<file path="src/rtl/aes_usb_pkg.sv">
// Shared types and sizes for the AES-to-USB datapath.
package aes_usb_pkg;
  localparam int BLOCK_W   = 128;
  localparam int BYTE_W    = 8;
  localparam int NUM_BYTES = 16;

  typedef enum logic {IDLE, SEND} ser_state_t;
  typedef logic [BLOCK_W-1:0] block_t;
endpackage

</file>
<file path="src/rtl/block_slot_buf.sv">
// Two-entry block buffer. Writes land at wr_ptr; the block at rd_ptr is the one
// being serialized and is released by rd_free.
module block_slot_buf
  import aes_usb_pkg::*;
#(
  parameter int W = BLOCK_W
) (
  input  logic         clk,
  input  logic         n_rst,
  input  logic         wr_en,
  input  logic [W-1:0] wr_data,
  input  logic         rd_free,
  output logic [W-1:0] rd_data,
  output logic [1:0]   count
);

  logic [W-1:0] slots [2];
  logic         wr_ptr;
  logic         rd_ptr;

  assign rd_data = slots[rd_ptr];

  // With both slots full wr_ptr == rd_ptr, so a write coinciding with rd_free
  // refills the slot being released; the reader still sees the old block.
  always_ff @(posedge clk or negedge n_rst) begin
    if (!n_rst) begin
      slots[0] <= '0;
      slots[1] <= '0;
      wr_ptr   <= 1'b0;
      rd_ptr   <= 1'b0;
      count    <= 2'd0;
    end else begin
      if (wr_en) begin
        slots[wr_ptr] <= wr_data;
        wr_ptr        <= ~wr_ptr;
      end
      if (rd_free) begin
        rd_ptr <= ~rd_ptr;
      end
      count <= count + 2'(wr_en) - 2'(rd_free);
    end
  end

endmodule

</file>
<file path="src/rtl/block_serializer.sv">
// Splits buffered 128-bit blocks into bytes and pushes them into the outbound
// byte FIFO, one byte per cycle unless the FIFO is full.
module block_serializer #(
  parameter int NUM_BYTES = 16,
  parameter bit MSB_FIRST = 1'b1
) (
  input  logic                   clk,
  input  logic                   n_rst,
  input  logic                   blk_valid,
  input  logic [8*NUM_BYTES-1:0] blk_data,
  input  logic                   fifo_full,
  input  logic                   clr_err,
  output logic                   push,
  output logic [7:0]             byte_out,
  output logic                   busy,
  output logic                   blk_done,
  output logic                   overflow
);
  import aes_usb_pkg::*;

  localparam int                 BW       = BYTE_W * NUM_BYTES;
  localparam int                 IDX_W    = $clog2(NUM_BYTES);
  localparam logic [IDX_W-1:0]   LAST_IDX = IDX_W'(NUM_BYTES - 1);

  ser_state_t       state;
  logic [IDX_W-1:0] byte_idx;
  logic [IDX_W-1:0] eff_idx;
  logic [BW-1:0]    rd_data;
  logic [1:0]       count;
  logic             last_push;
  logic             accept;
  logic             drop;

  // Handshake: a byte transfers on every rising edge where push is high; push
  // already accounts for fifo_full, so the FIFO needs no further qualification.
  assign push      = (state == SEND) && !fifo_full;
  assign last_push = push && (byte_idx == LAST_IDX);
  assign accept    = blk_valid && ((count != 2'd2) || last_push);
  assign drop      = blk_valid && !accept;
  assign busy      = (count != 2'd0);

  assign eff_idx  = MSB_FIRST ? (LAST_IDX - byte_idx) : byte_idx;
  assign byte_out = push ? rd_data[eff_idx*BYTE_W +: BYTE_W] : 8'h00;

  block_slot_buf #(.W(BW)) u_slots (
    .clk     (clk),
    .n_rst   (n_rst),
    .wr_en   (accept),
    .wr_data (blk_data),
    .rd_free (last_push),
    .rd_data (rd_data),
    .count   (count)
  );

  always_ff @(posedge clk or negedge n_rst) begin
    if (!n_rst) begin
      state    <= IDLE;
      byte_idx <= '0;
      blk_done <= 1'b0;
      overflow <= 1'b0;
    end else begin
      blk_done <= last_push;
      if (drop) begin
        overflow <= 1'b1;
      end else if (clr_err) begin
        overflow <= 1'b0;
      end
      case (state)
        IDLE: begin
          if (accept) begin
            state <= SEND;
          end
        end
        SEND: begin
          if (push) begin
            if (byte_idx == LAST_IDX) begin
              byte_idx <= '0;
              // Stay in SEND when the other slot still holds (or just received) a block.
              if ((count == 2'd1) && !accept) begin
                state <= IDLE;
              end
            end else begin
              byte_idx <= byte_idx + 1'b1;
            end
          end
        end
        default: state <= IDLE;
      endcase
    end
  end

endmodule
</file>
<file path="config.mk">
export PLATFORM = sky130hd
export DESIGN_NAME = block_serializer
export DESIGN_NICKNAME = d
export VERILOG_FILES = /design/src/rtl/aes_usb_pkg.sv /design/src/rtl/block_slot_buf.sv /design/src/rtl/block_serializer.sv
export SDC_FILE = /design/constraint.sdc
export NUM_CORES = 1
export LEC_CHECK = 0
export BUFFER_PORTS_ARGS = -buffer_cell sky130_fd_sc_hd__buf_2
export CORE_MARGIN = 3
export CORE_UTILIZATION = 58
export CTS_CLUSTER_DIAMETER = 150
export CTS_CLUSTER_SIZE = 16
export DETAILED_ROUTE_END_ITERATION = 6
export GPL_TIMING_DRIVEN = 0
export PLACE_DENSITY = 0.85
export SETUP_SLACK_MARGIN = 0.3
export SLEW_MARGIN = 15
export SYNTH_ARGS = -nofsm -noshare
export SYNTH_HDL_FRONTEND = slang
export SYNTH_HIERARCHICAL = 1
export SYNTH_SLANG_ARGS = --single-unit
</file>
<file path="constraint.sdc">
create_clock -name clk -period 3.7 [get_ports clk]
set_input_delay 0.555 -clock clk [delete_from_list [all_inputs] [get_ports clk]]
set_output_delay 0.555 -clock clk [all_outputs]
set_load 0.05 [all_outputs]
</file>
==> impl_metrics.env <==
export IMPL_synth_edf_count=0
export IMPL_yosys_top_cells_area="dfrtp_1, mux2_2, mux2_4, buf_6, mux2i_1"
export IMPL_worst_pin_slew_ns=0.536
export IMPL_path_cells="buf_4, buf_2, mux2_2, mux2i_1, a22oi_1, o211ai_1, o22ai_1, buf_2"
export IMPL_seq_power_share_pct=36.8
export IMPL_port_buffers=144
export IMPL_cts_root_buffer="clkbuf_16"
export IMPL_grt_pass1_wl_um=46000
export IMPL_seq_area_frac_synth_pct=50.9
export IMPL_firstDrtPassIters=5
export IMPL_fin_skew_ns=0.0108
export IMPL_fill_cells=1490
export IMPL_setup_viol_count_final=0
export IMPL_dr_wl_met3_um=1450
export IMPL_place_ws_ns=0.718
export IMPL_grt_max_degree=81
export IMPL_avgViaCountPerCell=5.79
export IMPL_period_needed_ns=3.33
export IMPL_die_y_um=156
export IMPL_finalCritPeriodShare_pct=90.1
export IMPL_drtAntennaViolNets=0
export IMPL_reg2reg_from="byte_idx[1]"
export IMPL_internal_power_mw=9.41
export IMPL_clock_latency_ns=0.50
export IMPL_ys_ff_latch=267
export IMPL_drt_iter0_markers=384
export IMPL_antenna_found_initial=2
export IMPL_die_w_um=156
export IMPL_synth_warnings=6
export IMPL_hold_start="blk_data[125]"
export IMPL_grt_pass1_vias=8185
export IMPL_post_cts_setup_buffer_count=0
export IMPL_ir_worst_vdd_uv=395
export IMPL_hold_viol=0
export IMPL_tns_ns=0
export IMPL_syn_avg_cell_area_um2=15.8
export IMPL_cts_max_level=1
export IMPL_power_total_mw=14.2
export IMPL_cts_max_path_buffers=3
export IMPL_top_layer="met5"
export IMPL_p_per_area_nw_per_um2=953
export IMPL_wl_met2_um=14300
export IMPL_wire_per_inst_um=22.8
export IMPL_numCtsBuffers=20
export IMPL_hold_path_cell_count=2
export IMPL_final_util_pct=67.5
export IMPL_coreArea_um2=22000
export IMPL_cpMostUsedCell="buf_2"
export IMPL_post_synth_top_area_fraction_pct=50.9
export IMPL_syn_num_nets=969
export IMPL_num_vias=7433
export IMPL_wl_met1_um=12700
export IMPL_clockPowerShare_pct=14.0
export IMPL_syn_cell_area_um2=13100
export IMPL_drcViolationCount=0
export IMPL_yosysTopAreaCell="dfrtp_1"
export IMPL_leakagePower_nw=6.82
export IMPL_relSlewSlack_pct=64.1
export IMPL_cp_end_kind="output port"
export IMPL_hold_path_class="input port to flop"
export IMPL_cap_violations=0
export IMPL_clock_fmax_mhz=300
export IMPL_r2r_end="u_slots/slots[231]"
export IMPL_p_switching_mw=4.77
export IMPL_layout_drive_gt1_share_pct=63.3
export IMPL_rr_worst_depth=9
export IMPL_worstPathRequired_ns=3.14
export IMPL_netlist_top_cells_count="mux2_2, dfrtp_1, mux2_4"
export IMPL_dp_final_hpwl_um=21000
export IMPL_gp_congestion=0.809
export IMPL_critPathMaxFanout=10
export IMPL_layout_setup_ws_ns=0.368
export IMPL_ys_types=39
export IMPL_async_reset_ff_share_pct=100
export IMPL_ioPinCount=145
export IMPL_rows=54
export IMPL_initial_core_util_pct=59.6
export IMPL_finalNetCount=1139
export IMPL_ff2ff_setup_slack_ns=0.79
export IMPL_holdPathEnd="u_slots/slots[125]"
export IMPL_clk_pin_slew_worst_paths_ns=0.07
export IMPL_synth_ff_type="dfrtp_1"
export IMPL_swShare_pct=33.6
export IMPL_critical_path_max_stage_delay_ns=0.38
export IMPL_grt_overflow=0
export IMPL_rsz0062_at_grt="yes"
export IMPL_crit_slowest_cell="mux2_2"
export IMPL_start_kind="flop"
export IMPL_syn2layout_area_growth_pct=13.3
export IMPL_synth_most_common_cell="mux2_2"
export IMPL_syn_inst=833
export IMPL_die_area_um2=24500
export IMPL_cts_sinks=267
export IMPL_grt_usage_pct=24.1
export IMPL_arrival_ns=2.78
export IMPL_slew_violations=0
export IMPL_critPathKind="flop to output port"
export IMPL_wl_um=29200
export IMPL_cts_tree="built"
export IMPL_comb_power_share_pct=49.2
export IMPL_status="finished clean"
-- worst max-delay path, delay by kind of cell (launching register included) --
family / cells / cell delay [ns]
flops: 1 / 0.36
mux: 2 / 0.71
buf+inv: 3 / 0.78
compound gates: 3 / 0.42
-- metrics by stage --
| step | hold slack [ns] | std cells | instance area (um2) |
|---|---|---|---|
| finish | 0.284 | 1284 | 14900 |
| detailed placement | 0.479 | 1260 | 14300 |
| global placement | 0.468 | 1257 | 14200 |
| CTS | 0.266 | 1283 | 14900 |
| global route | 0.279 | 1284 | 14900 |
| floorplan | 0.259 | 833 | 13100 |
-- registers in the layout, summed over array words and instances, names as in the netlist --
register and cells:
blk_done 1, byte_idx 4, overflow 1, state 1, u_slots/count 2, u_slots/rd_ptr 1, u_slots/slots 256, u_slots/wr_ptr 1
-- placed cells by master, fill, tap and decap left out, types with 3 or more instances in the layout --
| cell type | netlist | routed |
|---|---|---|
| mux2_1 | 3 | 3 |
| nor2_1 | 4 | 4 |
| mux2_2 | 289 | 289 |
| dfrtp_1 | 267 | 267 |
| o22ai_1 | 7 | 7 |
| clkbuf_16 | 0 | 21 |
| o211ai_1 | 9 | 9 |
| buf_16 | 0 | 3 |
| mux2_4 | 100 | 100 |
| buf_2 | 14 | 149 |
| mux4_2 | 14 | 14 |
| mux2i_2 | 0 | 4 |
| mux2i_1 | 33 | 29 |
| buf_4 | 6 | 12 |
| nand2_1 | 10 | 10 |
| a22oi_1 | 7 | 7 |
| xnor2_1 | 3 | 3 |
| ha_1 | 3 | 3 |
| buf_6 | 31 | 32 |
| inv_1 | 3 | 3 |
| nand2b_1 | 3 | 3 |
-- worst max-delay path by stage --
| stage | start | end | slack, ns | depth (start not counted) |
|---|---|---|---|---|
| after floorplan | u_slots/rd_ptr | byte_out[5] | 1.13 | 7 |
| after global placement | n_rst | u_slots/slots[130] | -2.79 | 1 |
| after detailed placement | u_slots/rd_ptr | byte_out[4] | 0.72 | 7 |
| after CTS | u_slots/rd_ptr | byte_out[6] | 0.31 | 7 |
| after global routing | u_slots/rd_ptr | byte_out[5] | 0.28 | 8 |
| final | u_slots/rd_ptr | byte_out[5] | 0.37 | 8 |
-- power groups by stage --
| stage | Sequential [mW] | Clock [mW] | Combinational (mW) |
|---|---|---|---|
| after floorplan | 4.98 | 0 | 5.38 |
| after global placement | 5.12 | 0 | 6.68 |
| after detailed placement | 5.22 | 0 | 6.86 |
| after CTS | 5.20 | 2.03 | 6.94 |
| after global routing | 5.40 | 2.13 | 7.36 |
| final | 5.22 | 1.98 | 6.97 |
-- per-layer routing --
metal,vias to the layer above,GRT usage [%]
li1,3372,-
met1,3845,33.5
met2,170,40.1
met3,44,3.76
met4,2,6.46
met5,-,0
-- cells by family (layout without fill, tap and decap cells) --
logic type	Yosys count	count (layout)	synth area share, %
adder cells (fa/ha/maj)	3	3	0.286
XOR/XNOR	5	5	0.334
flip-flops	267	267	50.9
buffers and inverters	58	228	3.83
AND/OR/NAND/NOR	29	29	1.24
multiplexers	441	441	41.8
AO/OA/AOI/OAI	30	30	1.63
other	0	1	0
-- final cells by class --
cell class / instances / area (um2) / share of cell area, %
clock inverters: 1 / 7.51 / 0.0505
flip-flops and latches: 267 / 6680 / 44.9
clock buffers: 21 / 526 / 3.53
well taps: 280 / 350 / 2.35
inverters: 3 / 11.3 / 0.0757
multi-input cells: 508 / 5960 / 40.1
diodes: 1 / 2.50 / 0.0168
repair buffers: 148 / 823 / 5.53
plain buffers: 55 / 515 / 3.46
-- timing repair --
item | CTS | global route
resized for setup | 7 | 6
hold endpoints to repair | 20 | 0
setup endpoints to repair | 7 | 5
hold buffers | 1 | 0
(Power assumes the default switching activity.)
